[src/rtl/reg_scoreboard.sv]
// reg_scoreboard: per-thread destination-register scoreboard between issue and writeback.
// Latency: issue_ready is combinational from registered counters; updates land at the clk edge.
// Backpressure: issue_ready low stalls the presented instruction; wb and flush are never stalled.
//
// Ports:
//   clk, rst            rising-edge clock, asynchronous active-low reset
//   issue_valid/thread/instr, issue_ready   issue-stage handshake and hazard verdict
//   wb_valid/thread/dst                     writeback release of one pending destination
//   flush_valid/thread                      squash all pending writes of one thread
//   pending_any                             per-thread "has any outstanding write"
//   wb_err                                  sticky: a writeback found its counter already zero

package reg_scoreboard_pkg;
    typedef logic [1:0] threadid_t;
    typedef logic [4:0] regid_t;

    typedef enum logic [3:0] {
        OP_NOP      = 4'd0,
        OP_ADD      = 4'd1,
        OP_SUB      = 4'd2,
        OP_MUL      = 4'd3,
        OP_LDB      = 4'd4,
        OP_LDW      = 4'd5,
        OP_STB      = 4'd6,
        OP_STW      = 4'd7,
        OP_MOV      = 4'd8,
        OP_BEQ      = 4'd9,
        OP_JMP      = 4'd10,
        OP_TLBWRITE = 4'd11,
        OP_HALT     = 4'd12
    } opcode_t;

    typedef struct packed {
        regid_t dst;
        regid_t src1;
        regid_t src2;
    } rfmt_t;

    typedef struct packed {
        regid_t     dst;
        regid_t     src1;
        logic [4:0] imm;
    } ifmt_t;

    typedef union packed {
        rfmt_t r;
        ifmt_t i;
    } fields_t;

    typedef struct packed {
        opcode_t op;
        fields_t fields;
    } instr_t;
endpackage

module reg_scoreboard
    import reg_scoreboard_pkg::*;
#(
    parameter int NTHREADS = 4,
    parameter int NREGS    = 32,
    parameter int CNTW     = 2
) (
    input  logic                clk,
    input  logic                rst,
    input  logic                issue_valid,
    input  threadid_t           issue_thread,
    input  instr_t              issue_instr,
    output logic                issue_ready,
    input  logic                wb_valid,
    input  threadid_t           wb_thread,
    input  regid_t              wb_dst,
    input  logic                flush_valid,
    input  threadid_t           flush_thread,
    output logic [NTHREADS-1:0] pending_any,
    output logic                wb_err
);

    localparam logic [CNTW-1:0] CNT_MAX = {CNTW{1'b1}};

    logic [CNTW-1:0] r_cnt [NTHREADS][NREGS];
    logic            r_wb_err;

    logic            w_rd_src2;
    logic            w_wr_dst;
    regid_t          w_src1;
    regid_t          w_src2;
    regid_t          w_dst;
    logic [CNTW-1:0] w_cnt_src1;
    logic [CNTW-1:0] w_cnt_src2;
    logic [CNTW-1:0] w_cnt_dst;
    logic [CNTW-1:0] w_cnt_wb;
    logic            w_hazard;
    logic            w_issue_fire;
    logic            w_wb;
    logic            w_same_cnt;

    // Operand usage decode: which instructions read src2 and which write dst.
    always_comb begin
        w_rd_src2 = 1'b0;
        w_wr_dst  = 1'b0;
        case (issue_instr.op)
            OP_ADD, OP_SUB, OP_MUL: begin
                w_rd_src2 = 1'b1;
                w_wr_dst  = 1'b1;
            end
            OP_BEQ, OP_TLBWRITE: w_rd_src2 = 1'b1;
            OP_LDB, OP_LDW, OP_MOV: w_wr_dst = 1'b1;
            default: ;
        endcase
    end

    assign w_src1     = issue_instr.fields.r.src1;
    assign w_src2     = issue_instr.fields.r.src2;
    assign w_dst      = issue_instr.fields.r.dst;
    assign w_cnt_src1 = r_cnt[issue_thread][w_src1];
    assign w_cnt_src2 = r_cnt[issue_thread][w_src2];
    assign w_cnt_dst  = r_cnt[issue_thread][w_dst];
    assign w_cnt_wb   = r_cnt[wb_thread][wb_dst];

    // A saturated dst counter blocks issue so the counter can never wrap.
    assign w_hazard = (w_cnt_src1 != '0)
                    | (w_rd_src2 & (w_cnt_src2 != '0))
                    | (w_wr_dst & (w_cnt_dst == CNT_MAX));

    assign issue_ready = rst & ~w_hazard;

    // Flush of a thread suppresses that thread's issue and writeback this cycle.
    assign w_issue_fire = issue_valid & issue_ready & w_wr_dst
                        & ~(flush_valid & (flush_thread == issue_thread));
    assign w_wb         = wb_valid & ~(flush_valid & (flush_thread == wb_thread));

    // Increment and decrement of the same counter cancel, including the zero case.
    assign w_same_cnt = w_issue_fire & w_wb & (issue_thread == wb_thread) & (w_dst == wb_dst);

    always_ff @(posedge clk or negedge rst) begin
        if (!rst) begin
            for (int t = 0; t < NTHREADS; t++) begin
                for (int r = 0; r < NREGS; r++) begin
                    r_cnt[t][r] <= '0;
                end
            end
            r_wb_err <= 1'b0;
        end else begin
            for (int t = 0; t < NTHREADS; t++) begin
                for (int r = 0; r < NREGS; r++) begin
                    if (flush_valid && (flush_thread == threadid_t'(t))) begin
                        r_cnt[t][r] <= '0;
                    end else if (w_issue_fire && !w_same_cnt &&
                                 (issue_thread == threadid_t'(t)) && (w_dst == regid_t'(r))) begin
                        r_cnt[t][r] <= r_cnt[t][r] + CNTW'(1);
                    end else if (w_wb && !w_same_cnt &&
                                 (wb_thread == threadid_t'(t)) && (wb_dst == regid_t'(r)) &&
                                 (r_cnt[t][r] != '0)) begin
                        r_cnt[t][r] <= r_cnt[t][r] - CNTW'(1);
                    end
                end
            end
            if (w_wb && !w_same_cnt && (w_cnt_wb == '0)) begin
                r_wb_err <= 1'b1;
            end
        end
    end

    always_comb begin
        pending_any = '0;
        for (int t = 0; t < NTHREADS; t++) begin
            for (int r = 0; r < NREGS; r++) begin
                if (r_cnt[t][r] != '0) begin
                    pending_any[t] = 1'b1;
                end
            end
        end
    end

    assign wb_err = r_wb_err;

endmodule

[config.mk]
export PLATFORM = sky130hd
export DESIGN_NAME = reg_scoreboard
export DESIGN_NICKNAME = d
export VERILOG_FILES = /design/src/rtl/reg_scoreboard.sv
export SDC_FILE = /design/constraint.sdc
export NUM_CORES = 1
export LEC_CHECK = 0
export ABC_AREA = 1
export BUFFER_PORTS_ARGS = -buffer_cell sky130_fd_sc_hd__buf_4
export CAP_MARGIN = 10
export CELL_PAD_IN_SITES_DETAIL_PLACEMENT = 1
export CELL_PAD_IN_SITES_GLOBAL_PLACEMENT = 2
export CORE_MARGIN = 4
export CORE_UTILIZATION = 37
export CTS_CLUSTER_SIZE = 8
export DETAILED_ROUTE_END_ITERATION = 7
export HOLD_SLACK_MARGIN = 0.05
export PLACE_DENSITY_LB_ADDON = 0.2
export SETUP_SLACK_MARGIN = 0.2
export SYNTH_ARGS = -nofsm -noshare
export SYNTH_HDL_FRONTEND = slang
export SYNTH_SLANG_ARGS = --single-unit
export TNS_END_PERCENT = 20
[constraint.sdc]
create_clock -name clk -period 6.8 [get_ports clk]
set_input_delay 0.34 -clock clk [delete_from_list [all_inputs] [get_ports clk]]
set_output_delay 0.34 -clock clk [all_outputs]
set_load 0.05 [all_outputs]
==> results.py, run 1 <==
metrics = {
    "worst_setup_path": {
        "cp-start-kind": "input pin",
        "arrival_ps": 5350,
        "required_ps": 7250,
        "endpoint": "r_cnt[77]",
        "r2r_end": "r_cnt[77]",
        "reg2reg_depth": 19,
        "r2r_slack_ps": 2740,
        "critPathLaunch": "issue_thread[1]",
        "path_max_fanout": 83,
        "end_kind": "register",
        "r2r-start": "r_cnt[174]",
        "critPathKind": "in -> reg",
    },
    "final_layout": {
        "finalNetCount": 4220,
        "regArea_mm2": 0.00643,
        "drive_gt1_share_pct": 4.27,
        "fill_cells": 9083,
        "fin_cells": 5061,
        "multi_input_area_mm2": 0.0159,
        "area_delta_synth_final_pct": 8.40,
    },
    "routing": {
        "drt_wl_total_um": 137000,
        "vias": 31400,
        "route.met2.wl_um": 58800,
        "highest_layer": "met5",
        "first_pass_iters": 5,
        "routed-wl-met3_um": 13500,
        "viasPerCell": 6.21,
        "met1Wirelength_um": 57400,
        "wire_per_inst_um": 27.0,
        "drc_errors": 0,
        "drt_iter0_markers": 3473,
        "ant_nets": 0,
    },
    "global_routing": {
        "grt_max_degree": 131,
        "grt_usage_pct": 37.6,
        "grt_pass1_vias": 30400,
        "antenna_found_initial": 4,
        "grt_pass1_wl_um": 202000,
        "grt-ovfl-total": 0,
    },
    "timing": {
        "slew_violations": 0,
        "rsz0062_at_grt": "false",
        "min_period_ps": 4900,
        "fmax_mhz": 204,
        "timing.final.crit_share_pct": 72.0,
        "relSlewSlack_pct": 16.4,
        "setup_viol": 0,
        "fin_skew_ps": 27.3,
        "tightestPinTransition_ps": 1250,
        "hold_violations": 0,
        "tns_ps": 0,
    },
    "floorplan": {
        "io_pins": 41,
        "initial_core_util_pct": 37.5,
        "coreArea_mm2": 0.0661,
        "fp-row-count": 94,
        "die_x_um": 267,
        "fp.dieH_um": 267,
        "dieArea_mm2": 0.0713,
    },
    "synthesis": {
        "syn_nets": 4321,
        "ys_types": 44,
        "synth_warnings": 0,
        "syn-cell-area_mm2": 0.0248,
        "syn_avg_cell_area_um2": 5.79,
        "yosysSeqAreaShare_pct": 25.9,
        "ys_ff_latch": 257,
        "syn_inst": 4286,
    },
    "run": {
        "max_cap_viol_count": 0,
    },
    "placed_design": {
        "dp_hpwl_um": 93400,
        "place.gp.congestion": 1.03,
        "dp_cells": 5008,
        "port_buffers": 40,
    },
    "clock_network": {
        "cts-root-buf": "clkbuf_16",
        "cts_htree_levels": 2,
        "clkLatencyLatePin_ps": 580,
        "cts_buffers": 38,
        "cts_tree": "built",
        "clkTransAtPathRegs_ps": 50,
        "clockBufferDepth": 3,
        "clock_sinks": 257,
        "cts_setup_buffers": 0,
    },
    "power": {
        "powerDensity_mw_per_mm2": 257,
        "ir_drop_mv": 0.177,
        "p_leak_nw": 13.8,
    },
    "hold_path": {
        "hold_path.class": "in -> reg",
    },
    "run_status": {
        "outcome": "finished, final reports clean",
    },
}
==> timing repair <==
| action | CTS | global route |
|---|---|---|
| hold buffers | 1 | 0 |
| hold endpoints to repair | 69 | 0 |
| gates resized for setup | 0 | 0 |
==> flip-flops by register name, indices dropped and copies added (netlist names) <==
| register | flops |
|---|---|
| wb_err | 1 |
| r_cnt | 256 |
==> synthesized netlist by cell type (all sizes together) <==
master | number | area (µm²)
a2111oi | 1 | 8.76
a211oi | 1 | 7.51
a21o | 1 | 7.51
a21oi | 143 | 716
a221oi | 2 | 17.5
a22o | 5 | 43.8
a22oi | 17 | 128
a31oi | 1 | 6.26
a41oi | 3 | 26.3
and2 | 1 | 6.26
buf | 112 | 524
clkbuf | 139 | 522
clkinv | 6 | 22.5
dfrtp | 257 | 6430
inv | 382 | 1430
nand2 | 1084 | 4070
nand3 | 461 | 2310
nand3b | 21 | 158
nand4 | 418 | 2620
nor2 | 883 | 3320
nor3 | 27 | 146
nor4 | 9 | 56.3
o2111ai | 10 | 87.6
o211ai | 4 | 30.0
o21a | 1 | 7.51
o21ai | 106 | 531
o22ai | 38 | 238
o31a | 1 | 8.76
o31ai | 4 | 30.0
o41ai | 14 | 123
or2 | 1 | 6.26
or3 | 1 | 6.26
xnor2 | 100 | 876
xor2 | 32 | 280
==> logic make-up (layout without fill, tap and decap cells) <==
family | count (synthesis) | after routing | synth area share, %
compound gates | 352 | 352 | 8.13
buf+inv | 639 | 546 | 10.1
other cells | 0 | 4 | 0
flops | 257 | 257 | 25.9
simple gates | 2906 | 2906 | 51.2
xor+xnor | 132 | 132 | 4.66
==> cell usage in the layout (no fill, tap or decap), types with 6 or more instances in the layout <==
master	netlist	layout
a21oi_1	143	143
a22oi_1	17	17
buf_12	0	6
buf_4	1	102
clkbuf_1	139	7
clkbuf_16	0	41
dfrtp_1	257	257
inv_1	377	371
inv_2	5	6
nand2_1	1083	1081
nand3_1	460	459
nand3b_1	21	21
nand4_1	418	418
nor2_1	881	876
nor2_4	1	6
nor3_1	26	24
nor4_1	9	9
o2111ai_1	10	10
o21ai_0	82	82
o21ai_1	24	24
o22ai_1	38	38
o41ai_1	14	14
xnor2_1	100	100
xor2_1	32	32
==> layer usage <==
layer  up-vias  global-route usage, %
li1      14000                      -
met1     15500                   51.0
met2      1498                   57.1
met3       392                   8.33
met4         4                   17.1
met5         -                      0
==> stage by stage <==
step	util, %	setup slack, ps	hold WS, ps	total power, mW	area (µm²)
finish	40.7	1900	243	6.90	26900
global placement	39.1	1610	396	4.91	25800
floorplan	-	3790	44.4	4.05	24800
global route	40.7	1710	284	7.30	26900
detailed placement	39.1	1570	388	4.96	25800
CTS	40.7	2130	232	6.85	26900
==> worst max-delay path: stages <==
cell and delay [ps]:
buf_4 460, inv_2 420, nand2_1 690, nor2_1 80, nor2_1 430, nand2_1 90
nand2_1 80, nand4_1 150, nor2_1 130, nand2_1 70, nand2_1 60, nand2_1 40
nand3_1 120, nand3_2 120, nor2_4 220, nand3_4 550, buf_12 450, nand4_1 280
nand3_1 130, nor2_1 130, nor2_1 60
==> report_power, final <==
part / internal [mW] / switching (mW) / total (mW)
registers: 1.88 / 0.640 / 2.52
clock network: 1.06 / 0.795 / 1.86
logic: 0.882 / 1.64 / 2.52
total: 3.82 / 3.08 / 6.90
==> layout make-up <==
class,instances,share of cell area (%)
antenna,4,0.0372
clock buffer,48,3.91
inverter,388,5.45
multi-input combinational,3390,59.3
sequential,257,23.9
tap,864,4.02
timing repair buffer,110,3.39
==> worst min path at each step <==
stage / startpoint / endpoint / slack [ps] / cells past startpoint
after detailed placement: rst / r_cnt[92] / 390 / 1
final: flush_thread[0] / r_cnt[125] / 240 / 5
after global placement: rst / r_cnt[92] / 400 / 1
after global routing: flush_thread[0] / r_cnt[117] / 280 / 5
after floorplan: rst / r_cnt[0] / 40 / 0
after CTS: flush_thread[0] / r_cnt[125] / 230 / 5
(Power assumes the default switching activity.)
==> inputs of run 2 (changes only) <==
--- a/config.mk
+++ b/config.mk
@@ -11,7 +11,7 @@
 export CELL_PAD_IN_SITES_DETAIL_PLACEMENT = 1
 export CELL_PAD_IN_SITES_GLOBAL_PLACEMENT = 2
 export CORE_MARGIN = 4
-export CORE_UTILIZATION = 37
+export CORE_UTILIZATION = 31
 export CTS_CLUSTER_SIZE = 8
 export DETAILED_ROUTE_END_ITERATION = 7
 export HOLD_SLACK_MARGIN = 0.05
==> constraint.sdc (replaced) <==
create_clock -name clk -period 4.1 [get_ports clk]
set_input_delay 0.205 -clock clk [delete_from_list [all_inputs] [get_ports clk]]
set_output_delay 0.205 -clock clk [all_outputs]
set_load 0.05 [all_outputs]
==> run 2 against run 1 <==
  * Global-route usage shrank 5.2 points
  * Wire length grew 3.6%
  * Combinational power grew 69%
  * Highest routed layer is now met4
  * Clock skew is essentially flat
  * Count of clock-buffer cells in the layout grew 10
  * Worst hold slack lost 110 ps
  * Final cell count grew 4.9%
  * Die area grew 19%
  * Total power grew 72%
  * Sequential share of layout area shrank 0.89 points
  * Largest cell class unchanged
  * Setup slack lost 1200 ps
==> results.py, run 2 (synthesis results as in run 1) <==
metrics = {
    "run_status": {
        "outcome": "finished, final reports clean",
    },
    "run": {
        "max_cap_viol_count": 0,
    },
    "global_routing": {
        "grt_max_degree": 131,
        "grt_pass1_vias": 30400,
        "grt-ovfl-total": 0,
        "grt_pass1_wl_um": 208000,
        "antenna_found_initial": 1,
        "grt_usage_pct": 32.4,
    },
    "worst_setup_path": {
        "r2r_end": "r_cnt[128]",
        "cp-start-kind": "register",
        "required_ps": 3890,
        "r2r_slack_ps": 740,
        "critPathKind": "reg -> out",
        "path_max_fanout": 7,
        "arrival_ps": 3230,
        "r2r-start": "r_cnt[191]",
        "end_kind": "output port",
        "reg2reg_depth": 21,
    },
    "timing": {
        "rsz0062_at_grt": "false",
        "relSlewSlack_pct": 19.0,
        "slew_violations": 0,
        "timing.final.crit_share_pct": 83.7,
        "tns_ps": 0,
        "tightestPinTransition_ps": 1210,
        "min_period_ps": 3430,
        "fmax_mhz": 291,
        "fin_skew_ps": 27.8,
        "setup_viol": 0,
        "hold_violations": 0,
    },
    "clock_network": {
        "cts_tree": "built",
        "cts-root-buf": "clkbuf_16",
        "clkTransAtPathRegs_ps": 60,
        "cts_setup_buffers": 0,
        "cts_buffers": 41,
        "clock_sinks": 257,
        "cts_htree_levels": 2,
        "clockBufferDepth": 3,
        "clkLatencyLatePin_ps": 600,
    },
    "final_layout": {
        "fill_cells": 10600,
        "area_delta_synth_final_pct": 12.6,
        "max_flop_register": "r_cnt",
        "final_cell_mix": "nand2_1 (1079), nor2_1 (876), nand3_1 (459), nand4_1 (418), inv_1 (371)",
        "drive_gt1_share_pct": 5.68,
        "finalNetCount": 4273,
        "largest_register_ff_count": 256,
        "fin_cells": 5309,
        "final_util_pct": 35.3,
        "layout_commonest_cell": "nand2_1",
    },
    "power": {
        "power.share.switching_pct": 44.2,
        "power_frac_seq_pct": 35.3,
        "powerDensity_mw_per_mm2": 426,
        "switching_power_mw": 5.26,
        "p_int_mw": 6.63,
        "clkPwrFrac_pct": 28.9,
        "combPwrFrac_pct": 35.8,
        "p_leak_nw": 14.2,
        "total_power_mw": 11.9,
        "ir_drop_mv": 0.253,
    },
    "routing": {
        "drc_errors": 0,
        "drt_wl_total_um": 142000,
        "drt_iter0_markers": 3142,
        "viasPerCell": 5.84,
        "first_pass_iters": 5,
        "vias": 31000,
        "ant_nets": 0,
        "wire_per_inst_um": 26.7,
    },
    "placed_design": {
        "dp_hpwl_um": 98600,
        "place.gp.congestion": 0.972,
        "dp_cells": 5243,
        "port_buffers": 40,
    },
    "floorplan": {
        "initial_core_util_pct": 31.4,
        "io_pins": 41,
        "fp.dieH_um": 291,
        "coreArea_mm2": 0.0791,
        "fp-row-count": 103,
        "die_x_um": 291,
        "dieArea_mm2": 0.0846,
    },
    "hold_path": {
        "hold_path.class": "in -> async",
    },
}
-- run 2: worst max-delay path by stage --
stage,cells past startpoint,start,to
2_1_floorplan,23,issue_thread[0],r_cnt[120]
3_3_place_gp,24,issue_thread[1],r_cnt[128]
3_5_place_dp,24,issue_thread[1],r_cnt[128]
4_1_cts,5,r_cnt[66],pending_any[2]
5_1_grt,21,r_cnt[5],r_cnt[128]
6_report,5,r_cnt[222],pending_any[0]
-- run 2: power by group through the flow --
stage	logic (mW)	registers (mW)	clock network (mW)
floorplan	2.92	3.79	0
global placement	4.11	4.19	0
detailed placement	4.17	4.19	0
CTS	4.19	4.15	3.50
global route	4.72	4.27	3.60
finish	4.26	4.20	3.43
-- run 2: per-stage QoR --
step	hold WS [ps]	cell area, µm²	worst slack (ps)
2_1_floorplan	-90.6	24800	1230
3_3_place_gp	167	26700	268
3_5_place_dp	179	26700	216
4_1_cts	150	27900	643
5_1_grt	180	27900	446
6_report	137	27900	668
-- run 2: layout make-up --
| type | count | area [µm²] | share of cell area (%) |
|---|---|---|---|
| Timing Repair Buffer | 160 | 1550 | 5.55 |
| Inverter | 388 | 1470 | 5.25 |
| Antenna cell | 1 | 2.50 | 0.00896 |
| Clock inverter | 5 | 53.8 | 0.193 |
| Sequential cell | 257 | 6430 | 23.0 |
| Clock buffer | 58 | 1160 | 4.16 |
| Multi-Input combinational cell | 3390 | 16000 | 57.1 |
| Tap cell | 1050 | 1310 | 4.70 |
-- run 2: critical path: stages, from the launching register on --
cell and delay [ps]:
dfrtp_1 480, nor2_1 240, nand4_1 290, nor4_1 1010, nand2_1 330, buf_4 290
-- run 2: repair_timing --
| action | 4_1_cts | 5_1_grt |
|---|---|---|
| gates resized for setup | 0 | 1 |
| hold buffers | 1 | 0 |
| endpoints found under the setup margin | 0 | 1 |
| hold endpoints to repair | 49 | 0 |
-- run 2: per-layer routing --
layer  wire length, µm  GRT usage, %
met1             64000          45.5
met2             60700          49.8
met3             10700          5.00
met4              6300          12.7
met5                 0             0
